File: src/rtl/oldland_cpuid_reader.sv
// oldland_cpuid_reader: walks the CPUID selector over every implemented
// register, snapshots the values, then streams them out over valid/ready.
//
// Ports:
//   clk, rst            clock, synchronous active-high reset
//   start               request a scan+stream; only honoured in IDLE
//   busy                high in every state except IDLE
//   cpuid_sel/val       selector to the CPUID bank and its combinational data
//   out_data/index/last stream payload, qualified by out_valid
//   out_valid/ready     stream handshake
//   done                one-cycle pulse after the last word is accepted
//
// Build option: define CPUID_CHECKSUM_EN to append an XOR checksum word
// (index NUM_REGS) after the register words.
module oldland_cpuid_reader #(
    parameter int NUM_REGS  = 6,
    parameter int SEL_WIDTH = 3
) (
    input  logic                 clk,
    input  logic                 rst,
    input  logic                 start,
    output logic                 busy,
    output logic [SEL_WIDTH-1:0] cpuid_sel,
    input  logic [31:0]          cpuid_val,
    output logic [31:0]          out_data,
    output logic [SEL_WIDTH-1:0] out_index,
    output logic                 out_valid,
    input  logic                 out_ready,
    output logic                 out_last,
    output logic                 done
);

    localparam int CW = SEL_WIDTH + 1;
`ifdef CPUID_CHECKSUM_EN
    localparam int NUM_WORDS = NUM_REGS + 1;
`else
    localparam int NUM_WORDS = NUM_REGS;
`endif
    localparam logic [CW-1:0] LAST_REG  = CW'(NUM_REGS - 1);
    localparam logic [CW-1:0] LAST_WORD = CW'(NUM_WORDS - 1);

    typedef enum logic [1:0] {
        IDLE,
        SCAN,
        STREAM,
        DONE
    } state_e;

    state_e          state_q, state_d;
    logic [CW-1:0]   cnt_q, cnt_d;
    logic [CW-1:0]   idx_q, idx_d;
    logic [31:0]     data_q, data_d;
    logic [SEL_WIDTH-1:0] index_q, index_d;
    logic            valid_q, valid_d;
    logic            last_q, last_d;
    logic            done_q, done_d;

    logic [31:0]     buf_q [NUM_REGS];
    logic [CW-1:0]   nidx;
    logic [31:0]     nxt_word;
    logic [31:0]     first_word;

`ifdef CPUID_CHECKSUM_EN
    logic [31:0]     csum_q, csum_d;
`endif

    assign nidx = idx_q + CW'(1);

    // Next word to present after a handshake.
    always_comb begin
        nxt_word = buf_q[nidx[SEL_WIDTH-1:0]];
`ifdef CPUID_CHECKSUM_EN
        if (nidx == CW'(NUM_REGS))
            nxt_word = csum_q;
`endif
    end

    // Word 0 is loaded on the last scan edge; when NUM_REGS==1 it is
    // being captured on that very edge, so take it straight from the bank.
    assign first_word = (cnt_q == '0) ? cpuid_val : buf_q[0];

    always_comb begin
        state_d = state_q;
        cnt_d   = cnt_q;
        idx_d   = idx_q;
        data_d  = data_q;
        index_d = index_q;
        valid_d = valid_q;
        last_d  = last_q;
        done_d  = 1'b0;
`ifdef CPUID_CHECKSUM_EN
        csum_d  = csum_q;
`endif
        unique case (state_q)
            IDLE: begin
                if (start) begin
                    state_d = SCAN;
                    cnt_d   = '0;
`ifdef CPUID_CHECKSUM_EN
                    csum_d  = '0;
`endif
                end
            end
            SCAN: begin
`ifdef CPUID_CHECKSUM_EN
                csum_d = csum_q ^ cpuid_val;
`endif
                if (cnt_q == LAST_REG) begin
                    state_d = STREAM;
                    cnt_d   = '0;
                    idx_d   = '0;
                    valid_d = 1'b1;
                    data_d  = first_word;
                    index_d = '0;
                    last_d  = (LAST_WORD == '0);
                end else begin
                    cnt_d = cnt_q + CW'(1);
                end
            end
            STREAM: begin
                if (out_ready) begin
                    if (last_q) begin
                        state_d = DONE;
                        valid_d = 1'b0;
                        last_d  = 1'b0;
                        data_d  = '0;
                        index_d = '0;
                        idx_d   = '0;
                        done_d  = 1'b1;
                    end else begin
                        idx_d   = nidx;
                        data_d  = nxt_word;
                        index_d = nidx[SEL_WIDTH-1:0];
                        last_d  = (nidx == LAST_WORD);
                    end
                end
            end
            DONE: begin
                state_d = IDLE;
            end
        endcase
    end

    always_ff @(posedge clk) begin
        if (rst) begin
            state_q <= IDLE;
            cnt_q   <= '0;
            idx_q   <= '0;
            data_q  <= '0;
            index_q <= '0;
            valid_q <= 1'b0;
            last_q  <= 1'b0;
            done_q  <= 1'b0;
`ifdef CPUID_CHECKSUM_EN
            csum_q  <= '0;
`endif
        end else begin
            state_q <= state_d;
            cnt_q   <= cnt_d;
            idx_q   <= idx_d;
            data_q  <= data_d;
            index_q <= index_d;
            valid_q <= valid_d;
            last_q  <= last_d;
            done_q  <= done_d;
`ifdef CPUID_CHECKSUM_EN
            csum_q  <= csum_d;
`endif
        end
    end

    // Snapshot storage needs no reset; it is always rewritten before use.
    always_ff @(posedge clk) begin
        if (state_q == SCAN)
            buf_q[cnt_q[SEL_WIDTH-1:0]] <= cpuid_val;
    end

    assign busy      = (state_q != IDLE);
    assign cpuid_sel = cnt_q[SEL_WIDTH-1:0];
    assign out_data  = data_q;
    assign out_index = index_q;
    assign out_valid = valid_q;
    assign out_last  = last_q;
    assign done      = done_q;

endmodule

File: config.mk
export PLATFORM = sky130hd
export DESIGN_NAME = oldland_cpuid_reader
export DESIGN_NICKNAME = d
export VERILOG_FILES = /design/src/rtl/oldland_cpuid_reader.sv
export SDC_FILE = /design/constraint.sdc
export NUM_CORES = 1
export LEC_CHECK = 0
export BUFFER_PORTS_ARGS = -buffer_cell sky130_fd_sc_hd__buf_2
export CAP_MARGIN = 30
export CORE_MARGIN = 2
export CORE_UTILIZATION = 47
export CTS_CLUSTER_SIZE = 16
export DETAILED_ROUTE_END_ITERATION = 12
export GPL_TIMING_DRIVEN = 0
export PLACE_DENSITY_LB_ADDON = 0.1
export SLEW_MARGIN = 15
export SYNTH_ARGS = -nofsm -noshare
export SYNTH_HDL_FRONTEND = slang
export SYNTH_SLANG_ARGS = --single-unit
File: constraint.sdc
create_clock -name clk -period 5 [get_ports clk]
set_input_delay 1 -clock clk [delete_from_list [all_inputs] [get_ports clk]]
set_output_delay 1 -clock clk [all_outputs]
set_load 0.01 [all_outputs]
Word-level counts from Yosys, hierarchy flattened --
Memories as Yosys holds them, arrays and structs flattened. Cells that the tools add are included.
Operators by class: add/subtract/negate cells 2, eq/ne operators 9, multiplexer cells 32, bitwise operators 2, reduce and logical (&&, ||, !) cells 10
Operators with widths (count):
- 2-to-1 mux 32 bit | 4
- case mux 32 bit (2 select lines) | 1
- 2-to-1 mux 4 bit | 5
- case mux 4 bit (2 select lines) | 2
- 2-to-1 mux 1 bit | 9
- 2-to-1 mux 3 bit | 3
- adder 4 x 1 -> 4 bit (second input constant) | 2
- == test 4 x 3 -> 1 bit (second input constant) | 2
- 2-to-1 mux 2 bit | 4
- inequality test 2 bit (second input constant) | 4
- case mux 2 bit (4 select lines) | 1
- AND reduction 4 bit | 2
- case mux 3 bit (2 select lines) | 1
- nonzero test 2 bit | 3
- == test 2 bit (second input constant) | 2
- zero test 4 bit | 1
- case mux 1 bit (2 select lines) | 2
- AND reduction 3 bit | 1
- OR reduction 3 bit | 1
- == test 2 x 1 -> 1 bit (second input constant) | 1
- zero test 2 bit | 1
- NOT 1 bit | 2
- AND reduction 2 bit | 1
Word-level totals: flip-flop bits (word level) 48, bits in writable memories 192, output and inout port bits 42, logic and storage cells 64, memories 1
Memory list:
- buf_q | depth 6, width 32, read ports 2, clocked after memory_dff 0, wr ports 1, line 58 | logic [31:0] buf_q [NUM_REGS];

Logic depth before layout (Yosys ltp) --
Gate-level depths: netlist (run 1).
word-level depth 5, gate-level depth with buffers 10, depth with buffers taken out 6

Least setup slack after synthesis (run 1) --
Ideal clock, no wire load.
kind register to register, start reg state_q[1], end mem buf_q[4][0] (enable), library setup time 468 ps, data arrival time 3220 ps, path slack 1312 ps, cell stages (with the launch flop) 6, path buffers 1, clock period less this slack 3688 ps, path through dfxtp_1 > inv_1 > ha_1 > buf_2 > nand2_1 > nor3b_1
Between the ends: longest elaborated chain between the ends 3
RTL lines:
- start: declaration | line 49 | state_e state_q, state_d;
- start signal: assignment | line 158 | state_q <= state_d;
- == test 2 x 1 -> 1 bit | line 174 | if (state_q == SCAN)
- 2-to-1 mux 1 bit | line 174
- 2-to-1 mux 1 bit (implied by the code) | line 175 | buf_q[cnt_q[SEL_WIDTH-1:0]] <= cpuid_val;
- end: declaration | line 58
No other way between the ends.

Worst setup path after layout (run 1) --
start reg idx_q[0], end reg data_q[5], in the netlist out_data[5]
Between the ends: longest elaborated chain between the ends 5
RTL lines:
- start: declaration | line 51 | logic [CW-1:0] idx_q, idx_d;
- start signal: assignment | line 160 | idx_q <= idx_d;
- adder 4 x 1 -> 4 bit | line 67 | assign nidx = idx_q + CW'(1);
- memory (6 x 32 bit)
- 2-to-1 mux 32 bit | line 122 | if (last_q) begin
- 2-to-1 mux 32 bit | line 121 | if (out_ready) begin
- case mux 32 bit (2 select lines) | line 94 | unique case (state_q)
- end signal: assignment | line 161 | data_q <= data_d;
- end: declaration | line 52 | logic [31:0] data_q, data_d;
No other way between the ends. The select of a mux whose other input is x is not followed. A chain may end at the register's enable or synchronous reset.

==> flow_summary.yaml, run 1 <==
status:
  status: "completed"
worst_setup_path:
  worst-r2r-setup-slack_ns: 1.45
  arrival_ns: 3.94
  worstSetupStartpointType: "flop"
  critPathSlowestCell: "buf_1"
  worst_ep_required_time_ns: 5.40
  crit_buf_inv: 4
  r2r_cells: 8
  timing.rr.start: "idx_q[0]$_SDFFE_PP0P_"
  critPathCaptureType: "flop"
  critPathKind: "flop to flop"
  path_delay_family: "buffers and inverters"
  worst-path-max-fanout: 10
  path_common_cell: "buf_2"
  r2r-end: "out_data[5]$_SDFFE_PP0P_"
  slowest_delay_ns: 0.63
  crit_chain: "buf_2 -> buf_2 -> inv_1 -> ha_1 -> buf_1 -> mux2_2 -> mux4_2 -> a221o_1"
route:
  drt.antenna.violating_nets: 0
  drtIter0Drc: 410
  avgRoutedWirePerCell_um: 22.2
  route.vias.total: 5676
  remaining_drc_errors: 0
  wirelength_um: 22400
  first_pass_iters: 5
  viasPerCell: 5.63
placement:
  dpl.hpwl_um: 14300
  place.gp.congestion: 0.772
  place_inst: 962
  port_buffers: 76
cts:
  cts_setup_buffers: 0
  hold_buffers: 0
  cts-resized-gates: 0
  cts_buffers: 25
  clockRootBuffer: "clkbuf_16"
  htreeDepth: 1
  cts_tree: "done"
  cts.path.max_buffers: 3
  clk_pin_slew_worst_paths_ns: 0.06
  cts.sinks: 237
  clock_latency_ns: 0.51
logic_synthesis:
  synth_edf_count: 192
  yosys_warnings: 0
  synth_nets: 644
  netlist_top_cells_area: "edfxtp_1 59%, dfxtp_1 9.2%, mux4_2 7.2%, mux2_4 4.0%, a221o_1 3.2%"
  yosys.area.top_type: "edfxtp_1"
  synth_seq_area_share_pct: 68.4
  async_flop_share_pct: 0
  synth_seq_cells: 237
  netlist_top_cells_count: "192 x edfxtp_1, 73 x nand2_1, 45 x dfxtp_1"
  avgSynthCellArea_um2: 16.3
  synth_cell_types: 44
  synthCells: 599
  synth_area_mm2: 0.00974
  dominantRegCellSynth: "edfxtp_1"
  synth_top_area_share_pct: 59.2
  synth_most_common_cell: "edfxtp_1"
global_route:
  first_global_vias: 5836
  grt_usage_pct: 20.7
  antenna_found_initial: 1
  grt_pass1_wl_um: 34200
  globalRouteOverflowTotal: 0
  grt_max_degree: 21
sta:
  hold_viol_final: 0
  setup_tns_ns: 0
  slew_violations: 0
  skew_ns: 0.00809
  rsz0062_at_grt: "false"
  setup_violations: 0
  fmaxAchievable_ghz: 0.282
  period_needed_ns: 3.55
  relSlewSlack_pct: 44.6
  tightestPinTransition_ns: 0.829
  finalCritPeriodShare_pct: 71.0
floorplanning:
  core_mm2: 0.0203
  dieArea_mm2: 0.0219
  initial_core_util_pct: 48.0
  die_x_um: 148
  row_count: 52
  die_y_um: 148
  ioPinCount: 78
power:
  leakage_nw: 4.10
  seqPwrFrac_pct: 47.1
  p_comb_share_pct: 17.7
  irDropWorstVdd_v: 0.000289
  switching_share_pct: 26.4
  clockPowerShare_pct: 35.1
  p_int_w: 0.00367
  powerDensity_mw_per_mm2: 435
  power.switching_w: 0.00132
job:
  maxCapViolations: 0
final_layout:
  area_delta_synth_final_pct: 17.6
  instances_no_fill: 1008
  drive_above_1_share_pct: 32.8
  fin_nets: 764
hold_path:
  hold_path_class: "flop to flop"
  hp-start: "out_data[12]$_SDFFE_PP0P_"
  hold_depth: 1
  hold_end: "out_data[12]$_SDFFE_PP0P_"
==> logic make-up after synthesis <==
kind of cell,after synthesis,synth area share [%]
flops,237,68.4
simple gates,113,5.19
mux,97,15.8
compound gates,88,6.51
buf+inv,52,2.70
fa+ha+maj,9,1.16
xor+xnor,3,0.270
==> layer usage <==
| metal | global-route usage (%) | part of all wire [%] |
|---|---|---|
| met1 | 28.7 | 43 |
| met2 | 33.6 | 49 |
| met3 | 3.27 | 6.0 |
| met4 | 6.67 | 2.1 |
| met5 | 0 | 0 |
==> flip-flops by register name, summed over array words and instances (netlist names) <==
name and cells:
out_valid 1, out_last 1, done 1, state_q 2, buf_q 192, idx_q 4
out_data 32, cnt_q 4
==> stage by stage <==
| stage | total power (W) | hold WS [ns] | setup slack, ns | area [um^2] | utilization (%) |
|---|---|---|---|---|---|
| floorplan | 0.00296 | 0.469 | 1.31 | 9740 | - |
| global placement | 0.00323 | 0.464 | -1.51 | 10500 | 51.5 |
| detailed placement | 0.00328 | 0.471 | 1.39 | 10700 | 52.6 |
| CTS | 0.00503 | 0.485 | 1.38 | 11500 | 56.4 |
| global route | 0.00521 | 0.497 | 1.22 | 11500 | 56.5 |
| finish | 0.00499 | 0.477 | 1.45 | 11500 | 56.5 |
==> cell type report <==
| cell class | instances | area, um^2 |
|---|---|---|
| timing repair buffer | 93 | 566 |
| tap | 270 | 338 |
| buffer | 42 | 225 |
| clock buffer | 34 | 689 |
| fill | 1643 | 8840 |
| clock inverter | 11 | 83.8 |
| inverter | 10 | 37.5 |
| antenna | 1 | 2.50 |
| sequential | 237 | 6670 |
| multi-input combinational | 310 | 2850 |
==> cells in the final DEF (no fill, tap or decap), drive strengths merged, types with 2 or more instances in the layout <==
cell type,synthesis,final
a21oi,44,44
a221o,31,31
a31oi,2,2
buf,19,112
clkbuf,23,57
clkinv,0,9
dfxtp,45,45
edfxtp,192,192
ha,9,9
inv,10,10
mux2,63,63
mux2i,3,3
mux4,31,31
nand2,73,73
nand2b,3,3
nand3,7,7
nand4b,2,2
nor2,10,10
nor3,5,5
nor3b,2,2
o21ai,5,5
or4,3,3
xor2,2,2
==> worst max-delay path by stage <==
stage               cells after the start               startpoint                       end  slack [ns]
finish                                  8    idx_q[0]$_SDFFE_PP0P_  out_data[5]$_SDFFE_PP0P_        1.45
floorplan                               5  state_q[1]$_SDFFE_PP0P_     buf_q[4][0]$_DFFE_PP_        1.31
detailed placement                      8    idx_q[0]$_SDFFE_PP0P_  out_data[5]$_SDFFE_PP0P_        1.39
global route                            8    idx_q[0]$_SDFFE_PP0P_  out_data[7]$_SDFFE_PP0P_        1.22
CTS                                     8    idx_q[0]$_SDFFE_PP0P_  out_data[7]$_SDFFE_PP0P_        1.38
global placement                        5  state_q[1]$_SDFFE_PP0P_    buf_q[4][29]$_DFFE_PP_       -1.51
==> power by group through the flow <==
stage | logic (W) | registers (W) | clock network (W)
6_report | 0.000885 | 0.00235 | 0.00175
3_5_place_dp | 0.000887 | 0.00239 | 0
4_1_cts | 0.000891 | 0.00235 | 0.00179
2_1_floorplan | 0.000570 | 0.00239 | 0
3_3_place_gp | 0.000824 | 0.00240 | 0
5_1_grt | 0.000970 | 0.00236 | 0.00187
Note: power is estimated with default switching activity, not from simulation.
==> run 2: changes to the inputs <==
==> constraint.sdc (replaced) <==
create_clock -name clk -period 3.3 [get_ports clk]
set_input_delay 0.66 -clock clk [delete_from_list [all_inputs] [get_ports clk]]
set_output_delay 0.66 -clock clk [all_outputs]
set_load 0.01 [all_outputs]
==> run 2 against run 1 <==
Effect of this change:
- flip-flop and latch count unchanged
- worst hold slack got worse by 0.076 ns
- worst setup slack got worse by 1.3 ns
- cell count decreased by 0.40%
- combinational power increased by 54%
- wire length decreased by 2.0%
==> flow_summary.yaml, run 2 (same netlist as run 1, synthesis figures left out) <==
route:
  wl_met3_um: 1200
  viasPerCell: 5.61
  avgRoutedWirePerCell_um: 21.9
  wirelength_um: 22000
  drtIter0Drc: 406
  routedLengthMet1_um: 9500
  remaining_drc_errors: 0
  first_pass_iters: 6
  route.vias.total: 5633
  highest_layer: "met4"
  met2_length_um: 10900
  drt.antenna.violating_nets: 0
global_route:
  grt_pass1_wl_um: 33800
  grt_max_degree: 21
  grt_usage_pct: 20.4
  first_global_vias: 5784
  antenna_found_initial: 0
  globalRouteOverflowTotal: 0
sta:
  slew_violations: 0
  finalCritPeriodShare_pct: 94.0
  relSlewSlack_pct: 47.6
  hold_viol_final: 0
  tightestPinTransition_ns: 0.786
  period_needed_ns: 3.10
  setup_violations: 0
  fmaxAchievable_ghz: 0.322
  skew_ns: 0.0106
  setup_tns_ns: 0
  hold_slack_ns: 0.401
  rsz0062_at_grt: "false"
cts:
  cts_buffers: 26
  clk_pin_slew_worst_paths_ns: 0.06
  hold_buffers: 0
  clock_latency_ns: 0.52
  htreeDepth: 1
  clockRootBuffer: "clkbuf_16"
  cts.path.max_buffers: 3
  cts.sinks: 237
  cts_tree: "done"
final_layout:
  mostFrequentLayoutCell: "edfxtp_1"
  area_delta_synth_final_pct: 18.3
  final-seq-area_mm2: 0.00667
  fin_nets: 759
  fill_cells: 1615
  multiInputGateArea_mm2: 0.00287
  mostFrequentLayoutCells: "192 x edfxtp_1, 82 x buf_2, 73 x nand2_1, 45 x dfxtp_1, 44 x a21oi_1"
  fin_util_pct: 56.8
  antenna_cells: 0
  largest_register_ffs: 192
  drive_above_1_share_pct: 31.9
placement:
  dpl.hpwl_um: 14000
  port_buffers: 76
  place.gp.congestion: 0.776
power:
  p_comb_share_pct: 17.8
  switching_share_pct: 26.1
  irDropWorstVdd_v: 0.000418
  seqPwrFrac_pct: 46.8
  clockPowerShare_pct: 35.3
  leakage_nw: 4.10
  p_int_w: 0.00562
  powerDensity_mw_per_mm2: 660
  power.switching_w: 0.00198
floorplanning:
  ioPinCount: 78
  core_mm2: 0.0203
  row_count: 52
  die_x_um: 148
  die_y_um: 148
  initial_core_util_pct: 48.0
  dieArea_mm2: 0.0219
hold_path:
  hold_path_class: "input port to flop"
job:
  maxCapViolations: 0
worst_setup_path:
  worstSetupStartpointType: "flop"
  arrival_ns: 3.51
  worst_ep_required_time_ns: 3.71
  worst-path-max-fanout: 10
  critPathKind: "flop to flop"
  critPathCaptureType: "flop"
status:
  status: "completed"
-- run 2: cell types whose count changed in the layout (fill, tap and decap cells not counted), moves of 3 or more --
cell      previous run  this run
buf_4               15         6
buf_6                9         6
buf_8                0         5
clkinv_1             2         7
-- run 2: stage by stage --
step / cell area (um^2) / std cells / setup WS, ns / power (W)
after floorplan: 9760 / 599 / 0.470 / 0.00449
after global placement: 10500 / 945 / -0.877 / 0.00489
after detailed placement: 10700 / 955 / -0.349 / 0.00498
after CTS: 11500 / 1003 / 0.0502 / 0.00767
after global routing: 11500 / 1004 / 0.0535 / 0.00792
final: 11500 / 1004 / 0.198 / 0.00761
-- run 2: worst max-delay path, stage by stage (launching register included) --
cell and delay (ns):
dfxtp_1 0.41, buf_6 0.22, clkbuf_4 0.26, inv_1 0.10, ha_1 0.41, buf_6 0.21, buf_6 0.21, mux2_4 0.32
mux4_2 0.50, a221o_1 0.33
-- run 2: layer usage --
metal  vias up  track usage, %
met5         -               0
li1       2566               -
met2       164            34.7
met1      2874            28.0
met3        29            3.21
met4         0            4.19
-- run 2: cell type report --
| class | count | area share [%] |
|---|---|---|
| clock buffers | 36 | 6.24 |
| inverters | 10 | 0.326 |
| well taps | 270 | 2.93 |
| clock inverters | 12 | 0.662 |
| repair buffers | 87 | 5.06 |
| flip-flops and latches | 237 | 57.8 |
| multi-input cells | 310 | 24.9 |
| plain buffers | 42 | 2.05 |
-- run 2: path summary, 6_finish.rpt --
kind / start / to / slack (ns) / cells after the start
worst max-delay path: idx_q[0]$_SDFFE_PP0P_ / out_data[15]$_SDFFE_PP0P_ / 0.20 / 9
worst min-delay path: cpuid_val[26] / buf_q[5][26]$_DFFE_PP_ / 0.40 / 1
worst max register to register: idx_q[0]$_SDFFE_PP0P_ / out_data[15]$_SDFFE_PP0P_ / 0.20 / 9
worst min register to register: out_data[7]$_SDFFE_PP0P_ / out_data[7]$_SDFFE_PP0P_ / 0.48 / 1
-- run 2: power by group through the flow --
| stage | clock (W) | sequential (W) | combinational [W] |
|---|---|---|---|
| final | 0.00269 | 0.00356 | 0.00136 |
| after global routing | 0.00287 | 0.00358 | 0.00147 |
| after CTS | 0.00274 | 0.00356 | 0.00137 |
| after detailed placement | 0 | 0.00362 | 0.00136 |
| after global placement | 0 | 0.00363 | 0.00126 |
| after floorplan | 0 | 0.00362 | 0.000868 |
-- run 2: repair_timing --
action	CTS	global route
pin swaps	0	0
buffers inserted	0	0
resized for setup	3	2
setup endpoints to repair	31	31
